### src/rtl/alu_scheduler.sv
// alu_scheduler: round-robin sequencer that shares one combinational 8-bit
// ALU between two requesters. Operands are latched on accept, held on the
// ALU inputs for a fixed number of EXEC cycles, and the result and flags are
// returned over a per-port valid/ready response handshake. A sticky copy of
// the last committed flags is kept for the processor status register.
module alu_scheduler #(
  parameter int unsigned MULDIV_CYCLES = 4
) (
  input  logic       clk,
  input  logic       rst_n,
  input  logic [1:0] req_valid,
  output logic [1:0] req_ready,
  input  logic [7:0] req_a0,
  input  logic [7:0] req_b0,
  input  logic [7:0] req_a1,
  input  logic [7:0] req_b1,
  input  logic [3:0] req_op0,
  input  logic [3:0] req_op1,
  output logic [1:0] rsp_valid,
  input  logic [1:0] rsp_ready,
  output logic [7:0] rsp_resultado,
  output logic [7:0] rsp_flags,
  output logic [7:0] alu_a,
  output logic [7:0] alu_b,
  output logic [3:0] alu_op,
  input  logic [7:0] alu_resultado,
  input  logic [7:0] alu_flags,
  output logic [7:0] status_flags,
  output logic       busy
);

  typedef enum logic [1:0] {
    ST_IDLE = 2'd0,
    ST_EXEC = 2'd1,
    ST_RESP = 2'd2
  } state_t;

  // Last EXEC count value for multi-cycle ops (counter runs n-1 down to 0).
  localparam logic [3:0] MULDIV_LAST = 4'(MULDIV_CYCLES - 1);

  // Multiply, divide and remainder are the only multi-cycle operations.
  function automatic logic is_muldiv(input logic [3:0] op);
    logic r;
    case (op)
      4'b1000: r = 1'b1;
      4'b1001: r = 1'b1;
      4'b1010: r = 1'b1;
      default: r = 1'b0;
    endcase
    return r;
  endfunction

  // Initial wait counter value: cycle count of the op minus one.
  function automatic logic [3:0] exec_last(input logic [3:0] op);
    logic [3:0] r;
    if (is_muldiv(op)) begin
      r = MULDIV_LAST;
    end else begin
      r = 4'd0;
    end
    return r;
  endfunction

  // The ALU only drives carry for add/sub; bit 5 is cleared for every other op.
  function automatic logic [7:0] mask_flags(input logic [3:0] op, input logic [7:0] flags);
    logic [7:0] r;
    r = flags;
    case (op)
      4'b0000: r[5] = flags[5];
      4'b0001: r[5] = flags[5];
      default: r[5] = 1'b0;
    endcase
    return r;
  endfunction

  state_t     state_r;
  logic       grant_r;
  logic       last_grant_r;
  logic [3:0] wait_cnt_r;
  logic [7:0] a_r;
  logic [7:0] b_r;
  logic [3:0] op_r;
  logic [1:0] rsp_valid_r;
  logic       busy_r;
  logic [7:0] rsp_resultado_r;
  logic [7:0] rsp_flags_r;
  logic [7:0] status_flags_r;

  logic       sel_s;
  logic       sel_valid_s;
  logic       accept_s;
  logic [1:0] req_ready_s;
  logic [7:0] sel_a_s;
  logic [7:0] sel_b_s;
  logic [3:0] sel_op_s;

  // Round-robin pick: on a tie the requester that did not win last time goes.
  always_comb begin
    sel_s       = 1'b0;
    sel_valid_s = 1'b0;
    case (req_valid)
      2'b01: begin
        sel_s       = 1'b0;
        sel_valid_s = 1'b1;
      end
      2'b10: begin
        sel_s       = 1'b1;
        sel_valid_s = 1'b1;
      end
      2'b11: begin
        sel_s       = ~last_grant_r;
        sel_valid_s = 1'b1;
      end
      default: begin
        sel_s       = 1'b0;
        sel_valid_s = 1'b0;
      end
    endcase
  end

  // Ready is offered only in IDLE and only to the selected requester.
  always_comb begin
    req_ready_s = 2'b00;
    accept_s    = 1'b0;
    if ((state_r == ST_IDLE) && sel_valid_s) begin
      req_ready_s[sel_s] = 1'b1;
      accept_s           = 1'b1;
    end else begin
      req_ready_s = 2'b00;
      accept_s    = 1'b0;
    end
  end

  // Payload of the selected requester.
  always_comb begin
    sel_a_s  = req_a0;
    sel_b_s  = req_b0;
    sel_op_s = req_op0;
    if (sel_s) begin
      sel_a_s  = req_a1;
      sel_b_s  = req_b1;
      sel_op_s = req_op1;
    end else begin
      sel_a_s  = req_a0;
      sel_b_s  = req_b0;
      sel_op_s = req_op0;
    end
  end

  // Sequencing FSM with all datapath registers and registered outputs.
  always_ff @(posedge clk or negedge rst_n) begin
    if (!rst_n) begin
      state_r         <= ST_IDLE;
      grant_r         <= 1'b0;
      last_grant_r    <= 1'b1;
      wait_cnt_r      <= 4'd0;
      a_r             <= 8'h00;
      b_r             <= 8'h00;
      op_r            <= 4'b0000;
      rsp_valid_r     <= 2'b00;
      busy_r          <= 1'b0;
      rsp_resultado_r <= 8'h00;
      rsp_flags_r     <= 8'h00;
      status_flags_r  <= 8'h00;
    end else begin
      case (state_r)
        ST_IDLE: begin
          if (accept_s) begin
            a_r          <= sel_a_s;
            b_r          <= sel_b_s;
            op_r         <= sel_op_s;
            grant_r      <= sel_s;
            last_grant_r <= sel_s;
            wait_cnt_r   <= exec_last(sel_op_s);
            busy_r       <= 1'b1;
            state_r      <= ST_EXEC;
          end
        end
        ST_EXEC: begin
          if (wait_cnt_r == 4'd0) begin
            rsp_resultado_r <= alu_resultado;
            rsp_flags_r     <= mask_flags(op_r, alu_flags);
            status_flags_r  <= mask_flags(op_r, alu_flags);
            rsp_valid_r     <= grant_r ? 2'b10 : 2'b01;
            state_r         <= ST_RESP;
          end else begin
            wait_cnt_r <= wait_cnt_r - 4'd1;
          end
        end
        ST_RESP: begin
          // Only the granted port's ready can retire the response.
          if (rsp_ready[grant_r]) begin
            rsp_valid_r <= 2'b00;
            busy_r      <= 1'b0;
            state_r     <= ST_IDLE;
          end
        end
        default: begin
          rsp_valid_r <= 2'b00;
          busy_r      <= 1'b0;
          state_r     <= ST_IDLE;
        end
      endcase
    end
  end

  assign req_ready     = req_ready_s;
  assign rsp_valid     = rsp_valid_r;
  assign rsp_resultado = rsp_resultado_r;
  assign rsp_flags     = rsp_flags_r;
  assign status_flags  = status_flags_r;
  assign busy          = busy_r;
  assign alu_a         = a_r;
  assign alu_b         = b_r;
  assign alu_op        = op_r;

endmodule

### config.mk
export PLATFORM = sky130hd
export DESIGN_NAME = alu_scheduler
export DESIGN_NICKNAME = d
export VERILOG_FILES = /design/src/rtl/alu_scheduler.sv
export SDC_FILE = /design/constraint.sdc
export NUM_CORES = 1
export LEC_CHECK = 0
export CAP_MARGIN = 40
export CORE_MARGIN = 5
export CORE_UTILIZATION = 40
export DETAILED_ROUTE_END_ITERATION = 6
export MAX_ROUTING_LAYER = met4
export PLACE_DENSITY = 0.91
export SYNTH_ARGS = -nofsm -noshare
export SYNTH_HDL_FRONTEND = slang
export SYNTH_SLANG_ARGS = --single-unit
### constraint.sdc
create_clock -name clk -period 2.4 [get_ports clk]
set_input_delay 0.36 -clock clk [delete_from_list [all_inputs] [get_ports clk]]
set_output_delay 0.36 -clock clk [all_outputs]
set_load 0.005 [all_outputs]
==> key figures, run 1 <==
Clock network
  • CTS root buf: clkbuf_8
  • Total CTS buffers: 5
  • # Post-CTS Setup Buffers: 0
  • CTS H-tree depth: 2
  • Num Clock Sinks: 47
  • Hold_buf cts: 1
  • Post-CTS sizing: 0
  • Max Root-Sink Buffers: 2
  • CTS tree: yes
  • Reg clk slew, reported paths: 0.09 ns
  • Clock latency on the worst-skew pair: 0.30 ns

STA
  • Final Setup Violations: 0
  • Worst slew margin: 60.2%
  • Setup TNS Final: 0 ns
  • Worst-margin pin slew: 0.582 ns
  • RSZ-0062 raised after global routing: false
  • Fmax: 450 MHz
  • Fin crit period: 2.22 ns
  • Final hold viol count: 0
  • Worst hold slack: 0.471 ns
  • Worst Slack Setup Final: 0.179 ns
  • Clk_skew: 0.00569 ns
  • Final period utilization: 92.6%
  • Final Max Tran Viols: 0

Outcome
  • Status: completed

Critical path
  • CP cell instances: clkdlybuf4s50_1 > a21boi_4 > nor4_4 > clkdlybuf4s50_1
  • Levels on crit path: 4
  • Highest cell delay on the worst timing path: 0.59 ns
  • Crit-path leading delay family: buffers and inverters
  • Critical Path End: req_ready[0]
  • Startpoint Class: primary input
  • Critical Path AT: 1.86 ns
  • Worst Path Max Fanout: 4
  • CP endpoint kind: output pin
  • Reg2reg start: wait_cnt_r[0]
  • CP max-delay cell: clkdlybuf4s50_1
  • R2R Setup Slk: 0.44 ns
  • Worst r2r dst: status_flags[2]
  • Cell depth of the worst flop-to-flop path: 5
  • CP Class: in -> out
  • Most used cell, CP: clkdlybuf4s50_1
  • Worst Setup SP: req_valid[0]
  • Worst path bufs/invs: 2
  • Worst EP required: 2.04 ns

Detailed routing
  • DR WL met3: 358 um
  • Avg WL per Cell: 15.2 um
  • Routed WL: 5.65 mm
  • Max Used Layer: met4
  • DRT Pass-1 Iters: 4
  • WL met1: 2.38 mm
  • Initial DRC Count: 88
  • WL met2: 2.85 mm
  • Post-DRT Antenna Nets: 0
  • Via count: 1819
  • Vias/cell: 4.90
  • Drt drc: 0

Synthesis
  • Post-synth cell types: 37
  • Syn Nets: 254
  • Synth Register Bits: 47
  • Mapped Cells: 190
  • Syn avg cell area: 11.6 um^2
  • Register area share after synthesis: 53.6%
  • Yosys warns: 0
  • Syn Std Cell Area: 2190 um^2

Cells and area
  • Post-route insts no fill: 371
  • Final core utilization: 63.3%
  • Commonest non-fill, non-tap cells in the layout: clkdlybuf4s50_1 (109), dfrtp_1 (46), nand2_1 (43)
  • Share of cells above drive strength 1: 13.0%
  • Layout fillers: 444
  • ANT cells: 0
  • Nets: 362
  • Sequential cell area: 1180 um^2
  • Commonest non-fill, non-tap cell in the layout: clkdlybuf4s50_1
  • Multi-input gate area: 891 um^2
  • Layout area overhead: 56.0%

Global routing
  • Gr usage total: 16.9%
  • Initial antenna violation count: 0
  • Largest net degree at the start of global routing: 23
  • First-pass GRT wire length: 9.32 mm
  • Vias in the first global route: 1924
  • Total grt overflow: 0

Floorplan
  • Core Area: 5410 um^2
  • IO Count: 111
  • Die Span Y: 84.1 um
  • Core Rows: 27
  • Initial Utilization: 40.6%
  • DIE AREA: 7070 um^2
  • Die Wd: 84.1 um

Flow run
  • Max-cap violations: 0

Placement
  • Setup WS pre-CTS: 0.166 ns
  • Inst Count DP: 362
  • PortBufs: 110
  • Detailed Place HPWL: 4.42 mm
  • RD Place Congestion: 0.767

Power
  • Sw frac: 32.2%
  • Combinational Power Share: 51.4%
  • VDD IR max: 627 uV
  • Psw: 1290 uW
  • Flop pwr share: 36.2%
  • Int Pwr: 2720 uW
  • Clock power frac: 12.4%
  • Leakage: 0.00154 uW
  • PwrDens: 1170 nW/um^2

Hold path
  • Hold crit path type: reg -> reg
power by group through the flow:
stage | sequential, uW | combinational (uW) | clock, uW
global placement | 1450 | 2030 | 0
finish | 1450 | 2070 | 499
floorplan | 1450 | 1090 | 0
CTS | 1460 | 2100 | 518
detailed placement | 1470 | 2090 | 0
global route | 1510 | 2260 | 553
sequential cells by signal, indices dropped and copies added, names as in the netlist:
signal	count
alu_a	8
alu_b	8
alu_op	4
busy	1
grant_r	1
last_grant_r	1
rsp_resultado	8
rsp_valid	2
state_r	2
status_flags	8
wait_cnt_r	4
metal layers:
layer  GRT usage [%]  up-vias
met5               -        -
met4            3.95        0
met3            4.05        8
met2            28.6       68
met1            20.4      871
li1                -      872
final cells by class:
| class | instances | share of cell area [%] |
|---|---|---|
| Multi-Input combinational cell | 123 | 26.0 |
| Sequential cell | 47 | 34.4 |
| Tap cell | 72 | 2.63 |
| Clock buffer | 6 | 2.41 |
| Timing Repair Buffer | 117 | 33.6 |
| Clock inverter | 2 | 0.475 |
| Inverter | 4 | 0.439 |
cells by family (layout without fill, tap and decap cells):
group | Yosys count | in the layout | synth area share, %
buf+inv | 20 | 129 | 5.93
fa+ha+maj | 2 | 2 | 1.14
simple gates | 66 | 66 | 15.3
mux | 20 | 20 | 12.5
flops | 47 | 47 | 53.6
compound gates | 35 | 35 | 11.5
stage by stage:
stage / power [uW] / cell area (um^2)
after floorplan: 2540 / 2190
after global routing: 4320 / 3420
after CTS: 4080 / 3420
after global placement: 3480 / 3310
final: 4020 / 3420
after detailed placement: 3560 / 3310
synthesized netlist by cell type:
cell | count | area [um^2]
nand2b_4 | 1 | 13.8
nor4_1 | 1 | 6.26
o21ai_1 | 1 | 5.00
nand3_1 | 1 | 5.00
buf_6 | 2 | 22.5
a21o_1 | 2 | 15.0
buf_2 | 5 | 25.0
a22o_1 | 1 | 8.76
o2bb2ai_1 | 1 | 8.76
a21oi_1 | 3 | 15.0
and2_1 | 1 | 6.26
o21ai_0 | 6 | 30.0
ha_1 | 2 | 25.0
mux2i_1 | 5 | 50.1
nor2_1 | 6 | 22.5
mux2_4 | 15 | 225
nor3_1 | 3 | 15.0
inv_1 | 4 | 15.0
nand3b_1 | 1 | 7.51
nor3_2 | 1 | 10.0
a22oi_1 | 16 | 120
dfstp_2 | 1 | 26.3
or3_4 | 1 | 11.3
nor4_4 | 1 | 21.3
a2111oi_0 | 1 | 8.76
or2b_1 | 1 | 7.51
and4b_1 | 1 | 10.0
or4b_2 | 1 | 10.0
o211ai_1 | 2 | 15.0
and4bb_2 | 1 | 12.5
nand4b_1 | 1 | 8.76
nand2_1 | 43 | 161
nor2b_1 | 1 | 6.26
dfrtp_1 | 46 | 1150
buf_4 | 9 | 67.6
o22ai_1 | 1 | 6.26
a21boi_4 | 1 | 18.8
worst register-to-register path: stages, from the launching register on:
cell     delay (ns)
dfrtp_1        0.38
inv_1          0.12
ha_1           0.20
or2b_1         0.25
or3_4          0.53
mux2_4         0.35
worst min-delay path by stage:
stage | start | to | slack [ns] | cells after the start
after floorplan | rst_n | alu_a[0] | 0.06 | 0
after global placement | rst_n | rsp_resultado[5] | 0.31 | 1
after detailed placement | rst_n | rsp_resultado[5] | 0.32 | 1
after CTS | alu_b[6] | alu_b[6] | 0.48 | 2
after global routing | rsp_valid[0] | rsp_valid[0] | 0.51 | 1
final | alu_b[6] | alu_b[6] | 0.47 | 2
(Power assumes the default switching activity.)
==> run 2, diff against run 1 <==
- CAP_MARGIN: 40 -> 20
- CTS_CLUSTER_DIAMETER: not set -> 80
==> results of run 2 <==
No change in the layout: final DEF, timing and power equal those of run 1.
==> run 3, diff against run 2 <==
- SLEW_MARGIN: not set -> 20
==> results of run 3 <==
No change in the layout: final DEF, timing and power equal those of run 1.
